## config.mk

```make
export PLATFORM = sky130hd
export DESIGN_NAME = alarm_setter
export DESIGN_NICKNAME = d
export VERILOG_FILES = /design/src/rtl/alarm_pkg.sv /design/src/rtl/alarm_setter_button_repeat.sv /design/src/rtl/alarm_setter.sv
export SDC_FILE = /design/constraint.sdc
export NUM_CORES = 1
export LEC_CHECK = 0
export CAP_MARGIN = 10
export CORE_MARGIN = 3
export CORE_UTILIZATION = 55
export DETAILED_ROUTE_END_ITERATION = 7
export PLACE_DENSITY = 0.74
export SYNTH_ARGS = -nofsm -noshare
export SYNTH_HDL_FRONTEND = slang
export SYNTH_HIERARCHICAL = 1
export SYNTH_SLANG_ARGS = --single-unit
```

## constraint.sdc

```tcl
create_clock -name clk -period 3.9 [get_ports clk]
set_clock_uncertainty 0.05 [all_clocks]
set_input_delay 0.78 -clock clk [delete_from_list [all_inputs] [get_ports clk]]
set_output_delay 0.78 -clock clk [all_outputs]
set_load 0.02 [all_outputs]
```

## src/rtl/alarm_pkg.sv

```systemverilog
// Shared alarm definitions: edit states, field codes, time limits.
// Also holds the wrap-around arithmetic used by the setter.
package alarm_pkg;

    localparam logic [5:0] MAX_HOURS   = 6'd23;
    localparam logic [5:0] MAX_MINUTES = 6'd59;
    localparam logic [5:0] MAX_SECONDS = 6'd59;

    typedef enum logic [1:0] {
        ST_IDLE    = 2'b00,
        ST_EDIT_HH = 2'b01,
        ST_EDIT_MM = 2'b10,
        ST_EDIT_SS = 2'b11
    } state_t;

    localparam logic [1:0] FIELD_NONE = 2'b00;
    localparam logic [1:0] FIELD_HH   = 2'b01;
    localparam logic [1:0] FIELD_MM   = 2'b10;
    localparam logic [1:0] FIELD_SS   = 2'b11;

    function automatic logic [5:0] inc_wrap(
        input logic [5:0] v,
        input logic [5:0] max
    );
        return (v >= max) ? 6'd0 : v + 6'd1;
    endfunction

    function automatic logic [5:0] dec_wrap(
        input logic [5:0] v,
        input logic [5:0] max
    );
        return (v == 6'd0 || v > max) ? max : v - 6'd1;
    endfunction

    // inc and dec never step together; the repeat units suppress that case
    function automatic logic [5:0] step_field(
        input logic [5:0] v,
        input logic [5:0] max,
        input logic       up,
        input logic       dn
    );
        logic [5:0] r;
        r = v;
        unique case (1'b1)
            up:      r = inc_wrap(v, max);
            dn:      r = dec_wrap(v, max);
            default: r = v;
        endcase
        return r;
    endfunction

endpackage

```

## src/rtl/alarm_setter_button_repeat.sv

```systemverilog
// Rising-edge detect plus hold/auto-repeat for one button.
// Emits a one-cycle step at press, after HOLD, then every REPEAT.
module button_repeat #(
    parameter int HOLD_CYCLES   = 25_000_000,
    parameter int REPEAT_CYCLES = 5_000_000
) (
    input  logic clk,
    input  logic reset,
    input  logic i_btn,
    input  logic i_clear,
    output logic o_step
);

    localparam int MAXC = (HOLD_CYCLES > REPEAT_CYCLES) ?
                          HOLD_CYCLES : REPEAT_CYCLES;
    localparam int CW   = (MAXC < 1) ? 1 : $clog2(MAXC + 1);

    logic          r_prev;
    logic          r_rep;
    logic [CW-1:0] r_cnt;

    logic w_rise;
    logic w_active;
    logic w_hold_hit;
    logic w_rep_hit;
    logic w_hit;

    // r_cnt == 0 means no press is being tracked, so a button
    // held through reset never starts a repeat sequence
    assign w_rise     = i_btn & ~r_prev;
    assign w_active   = (r_cnt != '0);
    assign w_hold_hit = ~r_rep & (r_cnt == CW'(HOLD_CYCLES));
    assign w_rep_hit  = r_rep & (r_cnt == CW'(REPEAT_CYCLES));
    assign w_hit      = i_btn & r_prev & w_active &
                        (w_hold_hit | w_rep_hit);
    assign o_step     = ~i_clear & (w_rise | w_hit);

    always_ff @(posedge clk) begin
        if (!reset) begin
            r_prev <= 1'b1;
            r_rep  <= 1'b0;
            r_cnt  <= '0;
        end else begin
            r_prev <= i_btn;
            if (i_clear || !i_btn) begin
                r_rep <= 1'b0;
                r_cnt <= '0;
            end else if (w_rise) begin
                r_rep <= 1'b0;
                r_cnt <= CW'(1);
            end else if (w_active) begin
                if (w_hold_hit || w_rep_hit) begin
                    r_rep <= 1'b1;
                    r_cnt <= CW'(1);
                end else begin
                    r_cnt <= r_cnt + CW'(1);
                end
            end
        end
    end

endmodule

```

## src/rtl/alarm_setter.sv

```systemverilog
// Button-driven alarm time editor with arm toggle and edit timeout.
// Fields step through hh/mm/ss on mode presses.
module alarm_setter
    import alarm_pkg::*;
#(
    parameter int HOLD_CYCLES    = 25_000_000,
    parameter int REPEAT_CYCLES  = 5_000_000,
    parameter int TIMEOUT_CYCLES = 500_000_000
) (
    input  logic       clk,
    input  logic       reset,
    input  logic       btn_mode,
    input  logic       btn_inc,
    input  logic       btn_dec,
    input  logic       btn_arm,
    output logic [5:0] alarm_hh,
    output logic [5:0] alarm_mm,
    output logic [5:0] alarm_ss,
    output logic       set_alarm,
    output logic [1:0] edit_field,
    output logic       editing
);

    localparam int TW = (TIMEOUT_CYCLES < 1) ? 1 :
                        $clog2(TIMEOUT_CYCLES + 1);

    state_t        r_state;
    state_t        w_state;
    logic [5:0]    r_hh, r_mm, r_ss;
    logic [5:0]    w_hh, w_mm, w_ss;
    logic          r_set, w_set;
    logic          r_prev_mode, r_prev_arm;
    logic [TW-1:0] r_tcnt;

    logic w_mode_press;
    logic w_arm_press;
    logic w_both;
    logic w_inc_step;
    logic w_dec_step;
    logic w_quiet;
    logic w_timeout;

    assign w_mode_press = btn_mode & ~r_prev_mode;
    assign w_arm_press  = btn_arm & ~r_prev_arm;
    assign w_both       = btn_inc & btn_dec;
    assign w_quiet      = ~(btn_mode | btn_inc | btn_dec | btn_arm);
    assign w_timeout    = (r_state != ST_IDLE) & w_quiet &
                          (r_tcnt == TW'(TIMEOUT_CYCLES - 1));

    button_repeat #(
        .HOLD_CYCLES  (HOLD_CYCLES),
        .REPEAT_CYCLES(REPEAT_CYCLES)
    ) u_inc (
        .clk    (clk),
        .reset  (reset),
        .i_btn  (btn_inc),
        .i_clear(w_both),
        .o_step (w_inc_step)
    );

    button_repeat #(
        .HOLD_CYCLES  (HOLD_CYCLES),
        .REPEAT_CYCLES(REPEAT_CYCLES)
    ) u_dec (
        .clk    (clk),
        .reset  (reset),
        .i_btn  (btn_dec),
        .i_clear(w_both),
        .o_step (w_dec_step)
    );

    always_ff @(posedge clk) begin
        if (!reset) begin
            r_state     <= ST_IDLE;
            r_hh        <= '0;
            r_mm        <= '0;
            r_ss        <= '0;
            r_set       <= 1'b0;
            r_prev_mode <= 1'b1;
            r_prev_arm  <= 1'b1;
            r_tcnt      <= '0;
        end else begin
            r_state     <= w_state;
            r_hh        <= w_hh;
            r_mm        <= w_mm;
            r_ss        <= w_ss;
            r_set       <= w_set;
            r_prev_mode <= btn_mode;
            r_prev_arm  <= btn_arm;
            if (r_state == ST_IDLE || !w_quiet || w_timeout)
                r_tcnt <= '0;
            else
                r_tcnt <= r_tcnt + TW'(1);
        end
    end

    // mode press outranks any inc/dec step landing in the same cycle
    always_comb begin
        w_state = r_state;
        w_hh    = r_hh;
        w_mm    = r_mm;
        w_ss    = r_ss;
        w_set   = r_set;
        unique case (r_state)
            ST_IDLE: begin
                if (w_mode_press) begin
                    w_state = ST_EDIT_HH;
                    w_set   = 1'b0;
                end else if (w_arm_press) begin
                    w_set = ~r_set;
                end
            end
            ST_EDIT_HH: begin
                if (w_mode_press) begin
                    w_state = ST_EDIT_MM;
                end else if (w_timeout) begin
                    w_state = ST_IDLE;
                    w_set   = 1'b0;
                end else begin
                    w_hh = step_field(r_hh, MAX_HOURS,
                                      w_inc_step, w_dec_step);
                end
            end
            ST_EDIT_MM: begin
                if (w_mode_press) begin
                    w_state = ST_EDIT_SS;
                end else if (w_timeout) begin
                    w_state = ST_IDLE;
                    w_set   = 1'b0;
                end else begin
                    w_mm = step_field(r_mm, MAX_MINUTES,
                                      w_inc_step, w_dec_step);
                end
            end
            ST_EDIT_SS: begin
                if (w_mode_press) begin
                    w_state = ST_IDLE;
                    w_set   = 1'b1;
                end else if (w_timeout) begin
                    w_state = ST_IDLE;
                    w_set   = 1'b0;
                end else begin
                    w_ss = step_field(r_ss, MAX_SECONDS,
                                      w_inc_step, w_dec_step);
                end
            end
            default: w_state = ST_IDLE;
        endcase
    end

    always_comb begin
        edit_field = FIELD_NONE;
        editing    = 1'b0;
        unique case (r_state)
            ST_EDIT_HH: begin
                edit_field = FIELD_HH;
                editing    = 1'b1;
            end
            ST_EDIT_MM: begin
                edit_field = FIELD_MM;
                editing    = 1'b1;
            end
            ST_EDIT_SS: begin
                edit_field = FIELD_SS;
                editing    = 1'b1;
            end
            default: begin
                edit_field = FIELD_NONE;
                editing    = 1'b0;
            end
        endcase
    end

    assign alarm_hh  = r_hh;
    assign alarm_mm  = r_mm;
    assign alarm_ss  = r_ss;
    assign set_alarm = r_set;

endmodule

```

---- After elaboration in Yosys (flattened, before gate mapping) ----
Index checks and enable logic that the tools add are counted.
operators by class
  add/sub/neg operators ................... 9
  order comparisons ....................... 6
  equality and inequality tests ........... 11
  mux-type cells .......................... 29
  bitwise gates (word level) .............. 38
  reduce and logical (&&, ||, !) cells .... 34
operator list
  kind                     number
  $add A25 B1 Y25 const B  2
  $eq A25 B23 Y1 const B   2
  $eq A25 B25 Y1 const B   2
  $mux W25                 2
  $reduce_bool A25 Y1      2
  $mux W6                  6
  $pmux W6 S2              3
  $add A29 B1 Y29 const B  1
  $eq A29 B29 Y1 const B   1
  $and A1 B1 Y1            19
  $add A6 B1 Y6 const B    3
  $logic_not A6 Y1         3
  $sub A6 B1 Y6 const B    3
  $ge A6 B6 Y1 const B     2
  $gt A6 B6 Y1 const B     2
  $not A1 Y1               12
  $reduce_and A4 Y1        3
  $mux W1                  10
  $mux W2                  5
  $logic_or A1 B1 Y1       9
  $reduce_or A3 Y1         3
  $pmux W2 S4              1
  $reduce_bool A2 Y1       4
  $reduce_or A2 Y1         4
  12 further kinds         23
word-level totals
  register bits after elaboration ......... 106
  output and inout port bits .............. 22
  logic and storage cells ................. 143

---- Depth between registers and ports, before layout ----
  word-level depth ........................ 9
  depth in mapped cells ................... 13

---- By module ----
Netlist, hierarchy kept.
modules (own cells, without submodules)
  module         instances  cells an instance  area an instance (um^2)  seq. area each (um^2)
  alarm_setter   1          424                3,334.4                  1,041.0
  button_repeat  2          166                1,457.6                  540.5

---- Least setup slack after synthesis ----
OpenSTA, ideal clock, no wires.
  path type ............................... reg2reg
  start ................................... reg u_dec.r_cnt[8]
  end ..................................... reg r_ss[2] (netlist: alarm_ss[2])
  setup time .............................. 86 ps
  data arrival time ....................... 2,688 ps
  path slack .............................. 1,076 ps
  cell stages (with the launch flop) ...... 12
  path buffers ............................ 3
  clock period less this slack ............ 2,824 ps
  cell sequence ........................... dfxtp_1 -> or4b_2 -> nor4_2 -> o21ai_0 -> a21oi_1 -> clkbuf_1 -> clkbuf_1 -> clkbuf_1 -> nand3b_1 -> a21oi_1 -> nor2_1 -> a211oi_1
on the way
  longest elaborated chain between the ends .. 8
  elaborated cells between the ends (all ways) .. 13
  those cells by class .................... 2 x eq/ne; 1 x mux; 7 x bitwise; 3 x reduce/logical
RTL lines
  item                                                     RTL line                                                            RTL
  start: declaration                                       alarm_setter_button_repeat.sv:20                                    logic [CW-1:0] r_cnt;
  start signal: assignment                                 alarm_setter_button_repeat.sv:56                                    r_cnt <= r_cnt + CW'(1);
  $eq A25 B25 Y1 / $eq A25 B23 Y1 (equally long branches)  alarm_setter_button_repeat.sv:32, alarm_setter_button_repeat.sv:33
  $and A1 B1 Y1, on equally long branches                  alarm_setter_button_repeat.sv:32, alarm_setter_button_repeat.sv:33
  $or A1 B1 Y1                                             alarm_setter_button_repeat.sv:35                                    (w_hold_hit | w_rep_hit);
  $and A1 B1 Y1 *                                          alarm_setter_button_repeat.sv:34                                    assign w_hit = i_btn & r_prev & w_active &
  $or A1 B1 Y1 *                                           alarm_setter_button_repeat.sv:36                                    assign o_step = ~i_clear & (w_rise | w_hit);
  $and A1 B1 Y1 *                                          alarm_setter_button_repeat.sv:36
  named net w_dec_step                                     alarm_setter.sv:39                                                  logic w_dec_step;
  $reduce_bool A2 Y1 (no source line)                      -
  $reduce_and A4 Y1 (no source line)                       -
  end signal: assignment                                   alarm_setter.sv:86                                                  r_ss <= w_ss;
  end: declaration                                         alarm_setter.sv:29                                                  logic [5:0] r_hh, r_mm, r_ss;
The timed path passes the listed nets; every way through them passes the cells marked *.
A chain may end at the register's enable or synchronous reset.

---- Worst setup path in the final report ----
  start ................................... reg u_dec.r_cnt[8]
  end ..................................... reg r_ss[1] (netlist: alarm_ss[1])
Same word-level chain as after synthesis.

==> key figures <==
Yosys
  • Netlist area before placement: around 6200 um^2
  • Most area-hungry cell type in the Yosys netlist: dfxtp_1
  • Main flop type after synthesis: dfxtp_1
  • Post-synth EDFFs: 0
  • Number of warnings printed during yosys synthesis: 6
  • Synthesized netlist net count: slightly below 800
  • Cells taking the most area after synthesis: dfxtp_1 (34%), ha_1 (3.8%), nor2_1 (3.7%), xnor2_1 (3.6%), a211oi_1 (3.5%)
  • Syn Inst Count: 756
  • Synthesized area per cell: slightly above 8 um^2
  • Distinct cell type count after synthesis: 70
  • Synth top area share: 0.340
  • Synthesis-stage register bit count: 106
  • Share of synthesized area occupied by flip-flops and latches: 0.340
  • Fraction of synthesis flops using an asynchronous set or reset pin: 0

Floorplan
  • Floorplan row count: 38
  • Total die area: between 10000 and 15000 um^2
  • Placeable Area: ~11000 um^2
  • Number of primary I/O pins: 28
  • Horizontal extent of the die: ~110 um
  • Height of the die: 113 um
  • Effective utilization at floorplan: 0.569

Global route
  • Remaining global-route overflow: 0
  • Maximum number of pins on one net before global-route repair: 30
  • Wire length of the first global-routing pass: 24100 um
  • Combined global-route utilization of all metal layers: 0.226
  • Antenna violations before repair: 0
  • Via count of the first global-routing pass: around 5000

Drt
  • Total number of vias: between 5000 and 6000
  • Aggregate routed wire length: approximately 14000 um
  • DRC violation count after routing: 0
  • Length of the first detailed-routing pass in iterations: 5
  • Vias per Instance: 6.31
  • Routed wire per std cell: between 15 and 20 um
  • ANT nets after route: 0
  • Initial drt markers: between 400 and 500

Pwr
  • Static leakage: between 2 and 2.5 nW
  • Worst IR Drop VDD: ~0.00042 V
  • Power per Cell Area: between 300 and 400 nW/um^2

Critical path
  • Data arrival time of the critical path: ~3.3 ns
  • Worst setup path class: flop to flop
  • Endpoint type of the worst setup path: flop
  • CP startpoint kind: flop
  • Highest fanout seen on the critical path: 13
  • Critical path required time: ~4.1 ns

Timing
  • Transition time at the pin with the least slew margin: roughly 0.86 ns
  • Post-Route Setup TNS: 0 ns
  • Setup repair after global routing missed its margin: false
  • Minimum clock period: a little over 3 ns
  • Pins over their slew limit: 0
  • Final Setup Violations: 0
  • Relative slew slack: 0.427
  • Final worst hold slack: a little over 0.4 ns
  • Achievable clock frequency: 325 MHz
  • Period utilisation layout: 0.789
  • Fin. Hold Viols: 0

CTS
  • Post-cts resize count: 0
  • Clk Tree Root Cell: clkbuf_16
  • CTS tree: yes
  • Clock Sink Count: 106
  • Clock transition at the register clock pins on the worst setup and hold paths after CTS: roughly 0.07 ns
  • Setup fix buffers added after clock tree synthesis: 0
  • Number of buffers created by CTS: 9
  • Hold-fix buffers at CTS: 0
  • Maximum count of clock buffers along a single path: 2
  • Clock latency at the later pin of the worst-skew pair: about 0.36 ns
  • CTS HTree Levels: 3

Final layout
  • Number of nets in the finished design: slightly below 800
  • Layout Cells excl Fill: between 800 and 900
  • Layout cells sized above 1: 0.0596
  • Synth-to-layout area growth: 8.39%
  • Final core utilization: 0.617
  • Final design instance area without fill: 6770 um^2
  • ANT cells: 0

Placed design
  • Dpl cell area: 6480 um^2
  • Count of buffers inserted at the top-level ports: 27
  • Dpl cells: around 880
  • Hpwl dp: slightly below 10000 um
  • Final Wtd Congestion: 0.876

Flow run
  • Maximum Capacitance Violations: 0

Outcome
  • Result of the run: finished clean

Min path
  • Worst min-delay path category: flop to flop
[per-stage QoR]
stage          setup slack, ns  power (W)
2_1_floorplan             1.08    0.00117
3_3_place_gp             0.765    0.00119
3_5_place_dp             0.719    0.00119
4_1_cts                  0.819    0.00209
5_1_grt                  0.537    0.00214
6_report                 0.822    0.00206
[cells by family (layout without fill, tap and decap cells)]
| logic type | count (synthesis) | after routing | synth area share |
|---|---|---|---|
| XOR/XNOR | 49 | 49 | 0.0687 |
| multiplexers | 3 | 3 | 0.00480 |
| adder cells (fa/ha/maj) | 19 | 19 | 0.0380 |
| flip-flops | 106 | 106 | 0.340 |
| AND/OR/NAND/NOR | 334 | 334 | 0.303 |
| AO/OA/AOI/OAI | 165 | 165 | 0.187 |
| buffers and inverters | 80 | 79 | 0.0591 |
[worst max-delay path: stages, from the launching register on]
cell      delay, ns
dfxtp_1        0.37
or4b_2         0.66
nor4_2         0.19
o21ai_0        0.20
a21oi_2        0.23
buf_4          0.19
inv_1          0.18
a221oi_1       0.47
a21oi_1        0.14
nor3_1         0.19
a211oi_2       0.07
[sequential cells by signal (all words and copies together) (netlist names)]
signal        cells
u_inc/r_cnt      25
u_dec/r_rep       1
set_alarm         1
alarm_hh          6
r_prev_arm        1
alarm_ss          6
u_inc/r_prev      1
u_inc/r_rep       1
u_dec/r_prev      1
r_state           2
u_dec/r_cnt      25
r_tcnt           29
alarm_mm          6
r_prev_mode       1
[where the power goes]
group | switching, W | internal [W]
clock | 0.000445 | 0.000451
sequential | 0.00000555 | 0.00109
combinational | 0.0000474 | 0.0000300
total | 0.000498 | 0.00157
[final cells by class]
cell class / count / area (um^2)
clock buffers: 9 / 225
clock inverters: 7 / 65.1
fillers: 939 / 4210
inverters: 31 / 116
multi-input cells: 570 / 3760
flip-flops and latches: 106 / 2120
well taps: 140 / 175
repair buffers: 32 / 308
[synth_stat cells (all sizes together), types with 3 or more instances]
master	number
a211oi	32
a21oi	31
a22oi	4
a31oi	10
a41o	3
and2	10
and3	15
and4	12
buf	21
clkbuf	28
dfxtp	106
ha	19
inv	31
mux2i	3
nand2	39
nand2b	9
nand3	40
nand3b	4
nand4	29
nor2	61
nor2b	8
nor3	40
nor3b	6
nor4	17
nor4bb	5
o211ai	3
o21a	7
o21ai	31
o221a	4
o31ai	14
o41a	4
or3	12
or4	17
or4b	4
xnor2	26
xor2	23
[layer usage]
layer / part of all wire / global-route usage
met1: 0.48 / 0.308
met5: 0 / 0
met3: 0.042 / 0.0442
met4: 0.011 / 0.0721
met2: 0.47 / 0.362
[cells in the final DEF (no fill, tap or decap), types with 8 or more instances in the layout]
| master | count |
|---|---|
| nor3_1 | 39 |
| o31ai_1 | 14 |
| nand2_1 | 39 |
| nor4_1 | 14 |
| nand3_1 | 40 |
| and3_1 | 15 |
| nor2b_1 | 8 |
| clkdlybuf4s50_1 | 27 |
| o21ai_0 | 30 |
| a211oi_1 | 29 |
| or4_1 | 15 |
| nor2_1 | 61 |
| inv_1 | 31 |
| nand4_1 | 27 |
| dfxtp_1 | 106 |
| or3_1 | 12 |
| nand2b_1 | 9 |
| ha_1 | 19 |
| and2_1 | 10 |
| and4_1 | 12 |
| clkbuf_16 | 9 |
| a21oi_1 | 30 |
| xnor2_1 | 26 |
| xor2_1 | 23 |
| a31oi_1 | 10 |
[final timing paths]
kind / start / cells after the start / slack (ns) / endpoint
min: r_tcnt[0] / 1 / 0.41 / r_tcnt[0]
max reg2reg: u_dec/r_cnt[8] / 10 / 0.82 / alarm_ss[1]
min reg2reg: r_tcnt[0] / 1 / 0.41 / r_tcnt[0]
max: u_dec/r_cnt[8] / 10 / 0.82 / alarm_ss[1]
(Power assumes the default switching activity.)
